[src/rtl/fetch_pkg.sv]
// fetch_pkg: shared types and defaults for the fetch controller
package fetch_pkg;
  localparam logic [31:0] DEF_RESET_VECTOR = 32'h0000_0000;
  localparam logic [31:0] DEF_NOP_INSTR = 32'h0000_0013;
  typedef enum logic [1:0] {RUN, WAIT, DRAIN} fetch_state_t;
  typedef struct packed {
    logic [31:0] pc;
    logic [31:0] instr;
  } fetch_entry_t;
endpackage

[src/rtl/fetch_ctrl_if.sv]
// fetch_ctrl_if: instruction-memory read bus plus IF/ID handoff
interface fetch_ctrl_if;
  logic imem_req;
  logic [31:0] imem_addr;
  logic imem_valid;
  logic [31:0] imem_rdata;
  logic id_stall;
  logic IFID_valid;
  logic [31:0] IFID_instr;
  logic [31:0] IFID_pc;
  modport master(
    output imem_req, imem_addr, IFID_valid, IFID_instr, IFID_pc,
    input imem_valid, imem_rdata, id_stall
  );
  modport slave(
    input imem_req, imem_addr, IFID_valid, IFID_instr, IFID_pc,
    output imem_valid, imem_rdata, id_stall
  );
endinterface

[src/rtl/fetch_fifo.sv]
// fetch_fifo: DEPTH-entry fetch buffer with synchronous flush and combinational head
module fetch_fifo
  import fetch_pkg::*;
#(
  parameter int DEPTH = 2
) (
  input  logic clk,
  input  logic rst,
  input  logic flush,
  input  logic push,
  input  logic pop,
  input  fetch_entry_t din,
  output fetch_entry_t head,
  output logic [$clog2(DEPTH):0] count
);
  localparam int AW = $clog2(DEPTH);
  localparam int CW = AW + 1;
  fetch_entry_t mem [DEPTH];
  logic [AW-1:0] rd, wr;
  always_ff @(posedge clk) begin
    if (rst || flush) begin
      rd <= '0;
      wr <= '0;
      count <= '0;
    end else begin
      if (push) wr <= wr + 1'b1;
      if (pop) rd <= rd + 1'b1;
      count <= count + CW'(push) - CW'(pop);
    end
  end
  always_ff @(posedge clk) begin
    if (push && !flush && !rst) mem[wr] <= din;
  end
  assign head = mem[rd];
endmodule

[src/rtl/fetch_ctrl.sv]
// fetch_ctrl: PC control, single-outstanding imem fetch and IF/ID buffering with EX redirects.
// Define FETCH_PERF_CNT_EN to add the stall/flush performance counters.
module fetch_ctrl
  import fetch_pkg::*;
#(
  parameter int DEPTH = 2,
  parameter logic [31:0] RESET_VECTOR = DEF_RESET_VECTOR,
  parameter logic [31:0] NOP_INSTR = DEF_NOP_INSTR
) (
  input  logic clk,
  input  logic reset,
  input  logic [31:0] PC,
  output logic PCSrc,
  output logic [31:0] PCMux,
  output logic PCWrite,
  input  logic ex_redirect,
  input  logic [31:0] ex_target,
  fetch_ctrl_if.master bus
`ifdef FETCH_PERF_CNT_EN
  ,
  output logic [31:0] perf_stall_cycles,
  output logic [31:0] perf_flushed
`endif
);
  localparam int CW = $clog2(DEPTH) + 1;
  fetch_state_t state, state_n;
  logic [CW-1:0] count;
  logic push, pop;
  fetch_entry_t head, din;
  assign din = {PC, bus.imem_rdata};
  fetch_fifo #(.DEPTH(DEPTH)) u_fifo (
    .clk(clk),
    .rst(reset),
    .flush(ex_redirect),
    .push(push),
    .pop(pop),
    .din(din),
    .head(head),
    .count(count)
  );
  assign bus.IFID_valid = !reset && count != '0;
  assign bus.IFID_instr = bus.IFID_valid ? head.instr : NOP_INSTR;
  assign bus.IFID_pc = bus.IFID_valid ? head.pc : 32'h0;
  assign bus.imem_addr = PC;
  assign pop = bus.IFID_valid && !bus.id_stall && !ex_redirect;
  always_ff @(posedge clk) begin
    state <= reset ? RUN : state_n;
  end
  always_comb begin
    state_n = state;
    push = 1'b0;
    PCSrc = 1'b0;
    PCMux = 32'h0;
    PCWrite = 1'b0;
    bus.imem_req = 1'b0;
    if (reset) begin
      PCSrc = 1'b1;
      PCMux = RESET_VECTOR;
      PCWrite = 1'b1;
      state_n = RUN;
    end else if (ex_redirect) begin
      PCSrc = 1'b1;
      PCMux = ex_target & ~32'h3;
      PCWrite = 1'b1;
      // an outstanding request whose response has not yet arrived must be drained
      state_n = (state != RUN && !bus.imem_valid) ? DRAIN : RUN;
    end else begin
      case (state)
        RUN: begin
          bus.imem_req = count < CW'(DEPTH);
          state_n = bus.imem_req ? WAIT : RUN;
        end
        WAIT: begin
          push = bus.imem_valid;
          PCWrite = bus.imem_valid;
          state_n = bus.imem_valid ? RUN : WAIT;
        end
        DRAIN: state_n = bus.imem_valid ? RUN : DRAIN;
        default: state_n = RUN;
      endcase
    end
  end
`ifdef FETCH_PERF_CNT_EN
  always_ff @(posedge clk) begin
    if (reset) begin
      perf_stall_cycles <= '0;
      perf_flushed <= '0;
    end else begin
      if (bus.IFID_valid && bus.id_stall) perf_stall_cycles <= perf_stall_cycles + 32'd1;
      if (ex_redirect) perf_flushed <= perf_flushed + 32'(count) + 32'(state == WAIT);
    end
  end
`endif
endmodule

[src/flat_wrapper.sv]
// flat-port wrapper written by rule: the top's interface ports become plain ports
module fetch_ctrl_flat import fetch_pkg::*;
#(
  parameter int DEPTH = 2,
  parameter logic [31:0] RESET_VECTOR = DEF_RESET_VECTOR,
  parameter logic [31:0] NOP_INSTR = DEF_NOP_INSTR
)
  (clk, reset, PC, PCSrc, PCMux, PCWrite, ex_redirect, ex_target, bus_imem_req, bus_imem_addr, bus_IFID_valid, bus_IFID_instr, bus_IFID_pc, bus_imem_valid, bus_imem_rdata, bus_id_stall);
  fetch_ctrl_if bus_i ();
  input  logic clk;
  input  logic reset;
  input  logic [31:0] PC;
  output logic PCSrc;
  output logic [31:0] PCMux;
  output logic PCWrite;
  input  logic ex_redirect;
  input  logic [31:0] ex_target;
  output wire logic [$bits(bus_i.imem_req)-1:0] bus_imem_req;
  output wire logic [$bits(bus_i.imem_addr)-1:0] bus_imem_addr;
  output wire logic [$bits(bus_i.IFID_valid)-1:0] bus_IFID_valid;
  output wire logic [$bits(bus_i.IFID_instr)-1:0] bus_IFID_instr;
  output wire logic [$bits(bus_i.IFID_pc)-1:0] bus_IFID_pc;
  input wire logic [$bits(bus_i.imem_valid)-1:0] bus_imem_valid;
  input wire logic [$bits(bus_i.imem_rdata)-1:0] bus_imem_rdata;
  input wire logic [$bits(bus_i.id_stall)-1:0] bus_id_stall;
  assign bus_imem_req = bus_i.imem_req;
  assign bus_imem_addr = bus_i.imem_addr;
  assign bus_IFID_valid = bus_i.IFID_valid;
  assign bus_IFID_instr = bus_i.IFID_instr;
  assign bus_IFID_pc = bus_i.IFID_pc;
  assign bus_i.imem_valid = bus_imem_valid;
  assign bus_i.imem_rdata = bus_imem_rdata;
  assign bus_i.id_stall = bus_id_stall;
  fetch_ctrl #(.DEPTH(DEPTH), .RESET_VECTOR(RESET_VECTOR), .NOP_INSTR(NOP_INSTR)) u_core (.clk(clk), .reset(reset), .PC(PC), .PCSrc(PCSrc), .PCMux(PCMux), .PCWrite(PCWrite), .ex_redirect(ex_redirect), .ex_target(ex_target), .bus(bus_i));
endmodule
[config.mk]
export PLATFORM = sky130hd
export DESIGN_NAME = fetch_ctrl_flat
export DESIGN_NICKNAME = d
export VERILOG_FILES = /design/src/rtl/fetch_pkg.sv /design/src/rtl/fetch_ctrl_if.sv /design/src/rtl/fetch_fifo.sv /design/src/rtl/fetch_ctrl.sv /design/src/flat_wrapper.sv
export SDC_FILE = /design/constraint.sdc
export NUM_CORES = 1
export LEC_CHECK = 0
export CAP_MARGIN = 20
export CORE_MARGIN = 3
export CORE_UTILIZATION = 68
export DETAILED_ROUTE_END_ITERATION = 10
export DONT_BUFFER_PORTS = 1
export GPL_TIMING_DRIVEN = 0
export PLACE_DENSITY = 0.9
export SYNTH_ARGS = -nofsm -noshare
export SYNTH_HDL_FRONTEND = slang
export SYNTH_SLANG_ARGS = --single-unit
export TNS_END_PERCENT = 100
[constraint.sdc]
create_clock -name clk -period 15.6 [get_ports clk]
set_clock_uncertainty 0.2 [all_clocks]
set_input_delay 0 -clock clk [delete_from_list [all_inputs] [get_ports clk]]
set_output_delay 0 -clock clk [all_outputs]
set_load 0.05 [all_outputs]
==> results of run 1 <==
-- kinds of logic after synthesis --
| logic type | count (synthesis) |
|---|---|
| flops | 135 |
| simple gates | 112 |
| mux | 65 |
| buf+inv | 56 |
| compound gates | 6 |
| fa+ha+maj | 2 |
| other cells | 1 |
| xor+xnor | 1 |
-- stage by stage --
stage	hold WS (ps)	util [%]	cells
detailed placement	-115.5	74.81	491
global placement	-118.2	73.54	481
floorplan	-120.7	-	379
==> impl_metrics.csv, run 1 <==
group,metric,value,unit
status,status,"stopped before the end",
status,stop_stage,"4_1_cts",
status,error,"[ERROR RSZ-0060] Max buffer count reached.",
cts,root_buffer,"clkbuf_8",
synthesis,ys_ff_latch,135,
place,pre_cts_slack,13150,ps
place,portBuffers,0,
synthesis,synthAdderAreaFrac,0.4369,%
place,dp_hpwl,8.118,mm
synthesis,ys_warn_count,0,
synthesis,synth_area_leaders,"edfxtp_1, mux2i_1, buf_4",
floorplan,die-width,97.78,um
cts,cts_buffers,17,
synthesis,synth_flop_cell,"edfxtp_1",
place,dpl-instance-area,5961,um2
synthesis,synth_cell_types,27,
synthesis,yosysSeqAreaShare,69.55,%
synthesis,synth.most_common_cell,"edfxtp_1",
synthesis,synth_cells,378,
floorplan,ioPinCount,233,
synthesis,synth_area,5728,um2
synthesis,synth_common_cells,"edfxtp_1, mux2i_1, nor2_1",
synthesis,synth_edf_count,128,
synthesis,synth_xor_area_share,0.3932,%
floorplan,die-height,97.78,um
floorplan,num_rows,32,
cts,postCtsSetupBuffers,0,
synthesis,synth_compound_area_share,0.8519,%
cts,cts.sinks,135,
cts,cts_resized,0,
synthesis,avgSynthCellArea,15.15,um2
cts,htreeDepth,4,
synthesis,synth_top_family_by_area,"multiplexers",
cts,holdBufCountCts,105,
synthesis,synth_area_leader_cell,"edfxtp_1",
floorplan,start_util,71.89,%
cts,cts_buffer_depth,2,
synthesis,yosys.area_share.simple,9.611,%
synthesis,synth.top_cell.area_share,67.10,%
synthesis,synthMuxAreaShare,11.42,%
synthesis,synthArstFlopShare,0,%
place,gp_congestion,0.7783,
==> run 2: changes to the inputs <==
CORE_UTILIZATION = 40   (was 68)
PLACE_DENSITY = default   (was 0.9)
PLACE_DENSITY_LB_ADDON = 0.15   (was default)
==> impl_metrics.csv, run 2 <==
group,metric,value,unit
grt,overflow,0,
setup_path,critPathKind,"flip-flop to flip-flop",
power,power_density,113.5,nW/um2
setup_path,critPathMostFrequentCell,"buf_4",
power,clock_power_share,44.1,%
sta,slew_violations,0,
cts,cts_buffers,17,
setup_path,r2r_slack,12840,ps
power,ir_drop,0.06191,mV
synthesis,avgSynthCellArea,15.15,um2
setup_path,rr_worst_depth,6,
min_path,hp-start,"bus_imem_rdata[4]",
routing,dr.pass1.iters,5,
synthesis,synth_area_leaders,"edfxtp_1, mux2i_1, buf_4",
cells_and_area,final_util,52.64,%
cts,cts_tree,"done",
flow_run,cap_violations,0,
setup_path,cp-start-kind,"flip-flop",
setup_path,cp_max_fo,9,
sta,rsz0062_at_grt,"false",
routing,totalWireLength,11.64,mm
power,power,832.6,uW
power,switching_share,21.81,%
floorplan,die-width,125.7,um
power,internal_power,651.0,uW
synthesis,synthArstFlopShare,0,%
sta,period_share,17.69,%
cts,cts_buffer_depth,2,
setup_path,crit-reg2reg-launch,"u_core.state[0]",
routing,drtIter0Drc,161,
synthesis,synth_common_cells,"edfxtp_1, mux2i_1, nor2_1",
cts,root_buffer,"clkbuf_16",
grt,track_usage,14.88,%
floorplan,core,13930,um2
sta,tightest_slew,979.2,ps
cells_and_area,largest_reg_flops,128,
power,power_frac_seq,48.0,%
cts,cts.sinks,135,
place,portBuffers,0,
cts,htreeDepth,4,
power,combPwrFrac,7.9,%
synthesis,ys_warn_count,0,
synthesis,synth_cell_types,27,
power,switching_power,181.6,uW
routing,drc,0,
grt,grt_pass1_vias,3443,
floorplan,die-height,125.7,um
floorplan,ioPinCount,233,
sta,relSlewSlack,34.48,%
cells_and_area,final_common_cell,"edfxtp_1",
setup_path,cp_slowest_cell,"nor4b_2",
floorplan,num_rows,43,
synthesis,synth_area_leader_cell,"edfxtp_1",
synthesis,synth.top_cell.area_share,67.10,%
status,status,"completed",
cells_and_area,diodes,0,
synthesis,yosysSeqAreaShare,69.55,%
grt,grt_max_degree,31,
cells_and_area,fill_cells,1192,
cts,clock_latency,410,ps
place,pre_cts_slack,12790,ps
cells_and_area,reg.largest.list,"u_core.u_fifo.mem x128, u_core.state x2, u_core.u_fifo.count x2",
grt,antenna_found_initial,0,
setup_path,critPathRequiredTime,15510,ps
sta,fin_ws,12840,ps
floorplan,start_util,41.11,%
synthesis,ys_ff_latch,135,
cells_and_area,layout-drive-gt1-share,18.70,%
sta,hold_viol_final,0,
synthesis,synth_cells,378,
cells_and_area,layout_common_cells,"edfxtp_1, dlygate4sd3_1, mux2i_1, nor2_1, buf_4",
setup_path,slowest_delay,770,ps
sta,fin_crit,2760,ps
routing,dr_total_vias,3245,
setup_path,crit_chain,"nand3b_1, nor4b_2, buf_6, buf_4, buf_4, buf_4",
floorplan,dieArea,15790,um2
setup_path,end_kind,"flip-flop",
min_path,hold_class,"input pin to flip-flop",
sta,tns,0,ps
sta,fmax,362.3,MHz
synthesis,synth_edf_count,128,
sta,setup_violations,0,
power,p_leak,2.496,nW
synthesis,synth_area,5728,um2
min_path,holdPathEnd,"u_core.u_fifo.mem[0][4]",
min_path,min_path_cells,1,
place,dp_hpwl,7.775,mm
synthesis,synth_flop_cell,"edfxtp_1",
cells_and_area,area_growth,28.05,%
synthesis,synth.most_common_cell,"edfxtp_1",
routing,avgViaCountPerCell,4.829,
cts,postCtsSetupBuffers,0,
cts,cts.reportedPaths.clkPinSlew,50,ps
setup_path,worst-endpoint-arrival,2680,ps
cells_and_area,nNetsFinal,583,
place,gp_congestion,0.7126,
routing,antenna_left,0,
setup_path,r2r_end,"u_core.u_fifo.mem[1][44]",
grt,grt_pass1_wl,18.09,mm
cells_and_area,regMostFlops,"u_core.u_fifo.mem",
setup_path,critPathLaunch,"u_core.state[0]",
routing,wl_per_cell,17.31,um
run 2: stage by stage:
stage | instances | area, um2 | hold WS (ps)
after CTS | 672 | 7335 | 14.64
after floorplan | 379 | 5732 | -120.7
after global routing | 672 | 7335 | 27.18
after detailed placement | 571 | 6090 | -112.9
after global placement | 559 | 5957 | -118.2
final | 672 | 7335 | 42.94
run 2: power groups by stage:
stage	Combinational (mW)	Clock, mW	Sequential (mW)
2_1_floorplan	0.0452	0	0.407
3_3_place_gp	0.0476	0	0.408
3_5_place_dp	0.0485	0	0.407
4_1_cts	0.0661	0.377	0.400
5_1_grt	0.0689	0.396	0.400
6_report	0.0659	0.367	0.400
run 2: final cells by class:
type / instances / area [um2] / area share, %
plain buffers: 53 / 427.9 / 5.834
clock buffers: 19 / 432.9 / 5.902
clock inverters: 12 / 111.4 / 1.518
inverters: 3 / 11.26 / 0.1535
multi-input cells: 188 / 1323 / 18.03
flip-flops and latches: 135 / 3984 / 54.32
well taps: 180 / 225.2 / 3.071
repair buffers: 82 / 819.5 / 11.17
run 2: timing repair:
item                                   CTS  global route
endpoints found under the hold margin  175             0
gates resized for setup                  0             0
hold buffers                            70             0
run 2: cells by family after synthesis:
kind of cell | Yosys count | share of synthesized area [%]
buffers and inverters | 56 | 7.667
flip-flops | 135 | 69.55
AO/OA/AOI/OAI | 6 | 0.8520
AND/OR/NAND/NOR | 112 | 9.611
XOR/XNOR | 1 | 0.3932
multiplexers | 65 | 11.42
other | 1 | 0.06547
adder cells (fa/ha/maj) | 2 | 0.4368
run 2: how the worst max path moves through the flow:
stage | slack (ps) | endpoint | cells past startpoint
finish | 12840 | u_core.u_fifo.mem[1][44] | 6
floorplan | 7560 | u_core.u_fifo.mem[1][0] | 2
global route | 12650 | u_core.u_fifo.mem[1][43] | 6
CTS | 12760 | u_core.u_fifo.mem[1][44] | 6
detailed placement | 12790 | u_core.u_fifo.mem[1][47] | 6
global placement | 3150 | u_core.u_fifo.mem[1][47] | 2
run 2: per-layer routing:
| layer | GRT usage [%] | part of all wire [%] | wire length (um) | up-vias |
|---|---|---|---|---|
| met3 | 5.598 | 7.0 | 819 | 18 |
| li1 | - | - | - | 1525 |
| met2 | 24.76 | 50 | 5866 | 127 |
| met5 | 0 | 0 | 0 | - |
| met4 | 6.633 | 1.8 | 213 | 0 |
| met1 | 17.17 | 41 | 4735 | 1575 |
run 2: critical path: cells and delay by family, from the launching register on:
family / cells / cell delay [ps]
buffers and inverters: 4 / 810
flip-flops: 1 / 410
AND/OR/NAND/NOR: 2 / 1040
Power figures use the tool's default switching activity.
==> run 3: changes to the inputs <==
clock period = 2.44 ns   (was 15.6 ns; I/O delays follow)
==> impl_metrics.csv, run 3 (synthesis gave the netlist of run 2 again) <==
group,metric,value,unit
floorplan,die-height,125.7,um
cells_and_area,reg.largest.list,"u_core.u_fifo.mem x128, u_core.state x2, u_core.u_fifo.count x2",
routing,drtIter0Drc,135,
cells_and_area,layout_common_cells,"edfxtp_1, dlygate4sd3_1, mux2i_1, nor2_1, buf_4",
floorplan,die-width,125.7,um
power,ir_drop,0.4397,mV
grt,grt_pass1_wl,17.88,mm
setup_path,cp_max_fo,10,
setup_path,r2r_slack,310,ps
cts,cts_buffer_depth,2,
cts,cts_buffers,17,
sta,setup_violations,0,
power,power_frac_seq,48.0,%
floorplan,ioPinCount,233,
cells_and_area,final_util,52.73,%
place,gp_congestion,0.6983,
setup_path,cp-start-kind,"flip-flop",
setup_path,crit-reg2reg-launch,"u_core.state[1]",
flow_run,cap_violations,0,
cts,root_buffer,"clkbuf_16",
sta,period_share,92.82,%
power,switching_share,21.63,%
floorplan,start_util,41.11,%
cts,cts.reportedPaths.clkPinSlew,50,ps
cells_and_area,layout-drive-gt1-share,18.57,%
place,dp_cells,567,
routing,drc,0,
floorplan,dieArea,15790,um2
cts,clock_latency,400,ps
routing,dr_total_vias,3214,
floorplan,num_rows,43,
power,internal_power,4.169,mW
cells_and_area,stdcell_count,670,
setup_path,critPathRequiredTime,2240,ps
cts,htreeDepth,4,
cts,cts.sinks,135,
setup_path,worst-endpoint-arrival,2060,ps
routing,totalWireLength,11.46,mm
sta,slew_violations,0,
sta,fin_crit,2265,ps
grt,grt_pass1_vias,3453,
cells_and_area,nNetsFinal,580,
power,power_density,724.0,nW/um2
cells_and_area,diodes,0,
sta,rsz0062_at_grt,"false",
place,dp_hpwl,7.847,mm
routing,antenna_left,0,
power,clock_power_share,44.0,%
sta,tns,0,ps
cts,cts_tree,"done",
grt,antenna_found_initial,0,
min_path,hold_class,"input pin to flip-flop",
sta,fmax,441.5,MHz
sta,hold_viol_final,0,
cells_and_area,final_common_cell,"edfxtp_1",
power,p_leak,2.498,nW
power,switching_power,1.151,mW
routing,avgViaCountPerCell,4.797,
floorplan,core,13930,um2
cells_and_area,largest_reg_flops,128,
grt,grt_max_degree,31,
routing,dr.pass1.iters,4,
grt,overflow,0,
setup_path,critPathKind,"flip-flop to primary output",
setup_path,end_kind,"primary output",
sta,relSlewSlack,34.65,%
min_path,hp-start,"bus_imem_rdata[5]",
cells_and_area,area_growth,28.27,%
cells_and_area,regMostFlops,"u_core.u_fifo.mem",
place,pre_cts_slack,-129.9,ps
power,combPwrFrac,7.9,%
grt,track_usage,14.66,%
status,status,"completed",
sta,tightest_slew,976.6,ps
routing,wl_per_cell,17.11,um
place,portBuffers,0,
setup_path,critPathLaunch,"u_core.u_fifo.count[1]",
sta,fin_ws,175.2,ps
-- run 3: cell count changes in the layout (fill, tap and decap cells not counted), sizes merged --
cell and change:
clkinvlp -1, buf -3, clkinv +1, clkbuf +1
-- run 3: worst max-delay path, cell delays in order (launching register included) --
cell	delay, ps
dfxtp_1	410
o21bai_1	140
buf_6	170
buf_4	180
nor2_1	750
-- run 3: final timing paths --
path                              to  cells after the start
min          u_core.u_fifo.mem[1][5]                      1
max                bus_IFID_instr[9]                      4
min reg2reg          u_core.state[0]                      1
max reg2reg   u_core.u_fifo.count[1]                      7
-- run 3: power by group through the flow --
stage	Sequential, mW	Combinational [mW]	Clock [mW]
2_1_floorplan	2.60	0.291	0
3_3_place_gp	2.60	0.306	0
3_5_place_dp	2.60	0.311	0
4_1_cts	2.56	0.424	2.40
5_1_grt	2.55	0.442	2.52
6_report	2.56	0.423	2.34
-- run 3: metrics by stage --
| stage | hold slack [ps] | power (mW) | cell area (um2) |
|---|---|---|---|
| after floorplan | -120.7 | 2.894 | 5751 |
| after global placement | -118.5 | 2.911 | 5976 |
| final | 41.94 | 5.320 | 7347 |
| after CTS | 14.44 | 5.380 | 7347 |
| after global routing | 34.86 | 5.521 | 7347 |
| after detailed placement | -117.1 | 2.916 | 6092 |
-- run 3: timing repair --
action | CTS | global route
endpoints found under the hold margin | 167 | 0
endpoints found under the setup margin | 8 | 0
setup buffers | 1 | 0
hold buffers | 70 | 0
resized for setup | 0 | 0
-- run 3: final cells by class --
| cell class | instances | area [um2] |
|---|---|---|
| Fill cell | 1196 | 6588 |
| Inverter | 3 | 11.26 |
| Buffer | 53 | 427.9 |
| Clock inverter | 12 | 110.1 |
| Timing Repair Buffer | 79 | 819.5 |
| Tap cell | 180 | 225.2 |
| Sequential cell | 135 | 3985 |
| Multi-Input combinational cell | 188 | 1331 |
| Clock buffer | 20 | 436.7 |
-- run 3: layer usage --
metal	up-vias	global-route usage (%)	part of all wire (%)
li1	1524	-	-
met1	1553	16.33	38
met2	121	25.11	53
met3	16	5.471	7.2
met4	0	6.505	1.8
met5	-	0	0
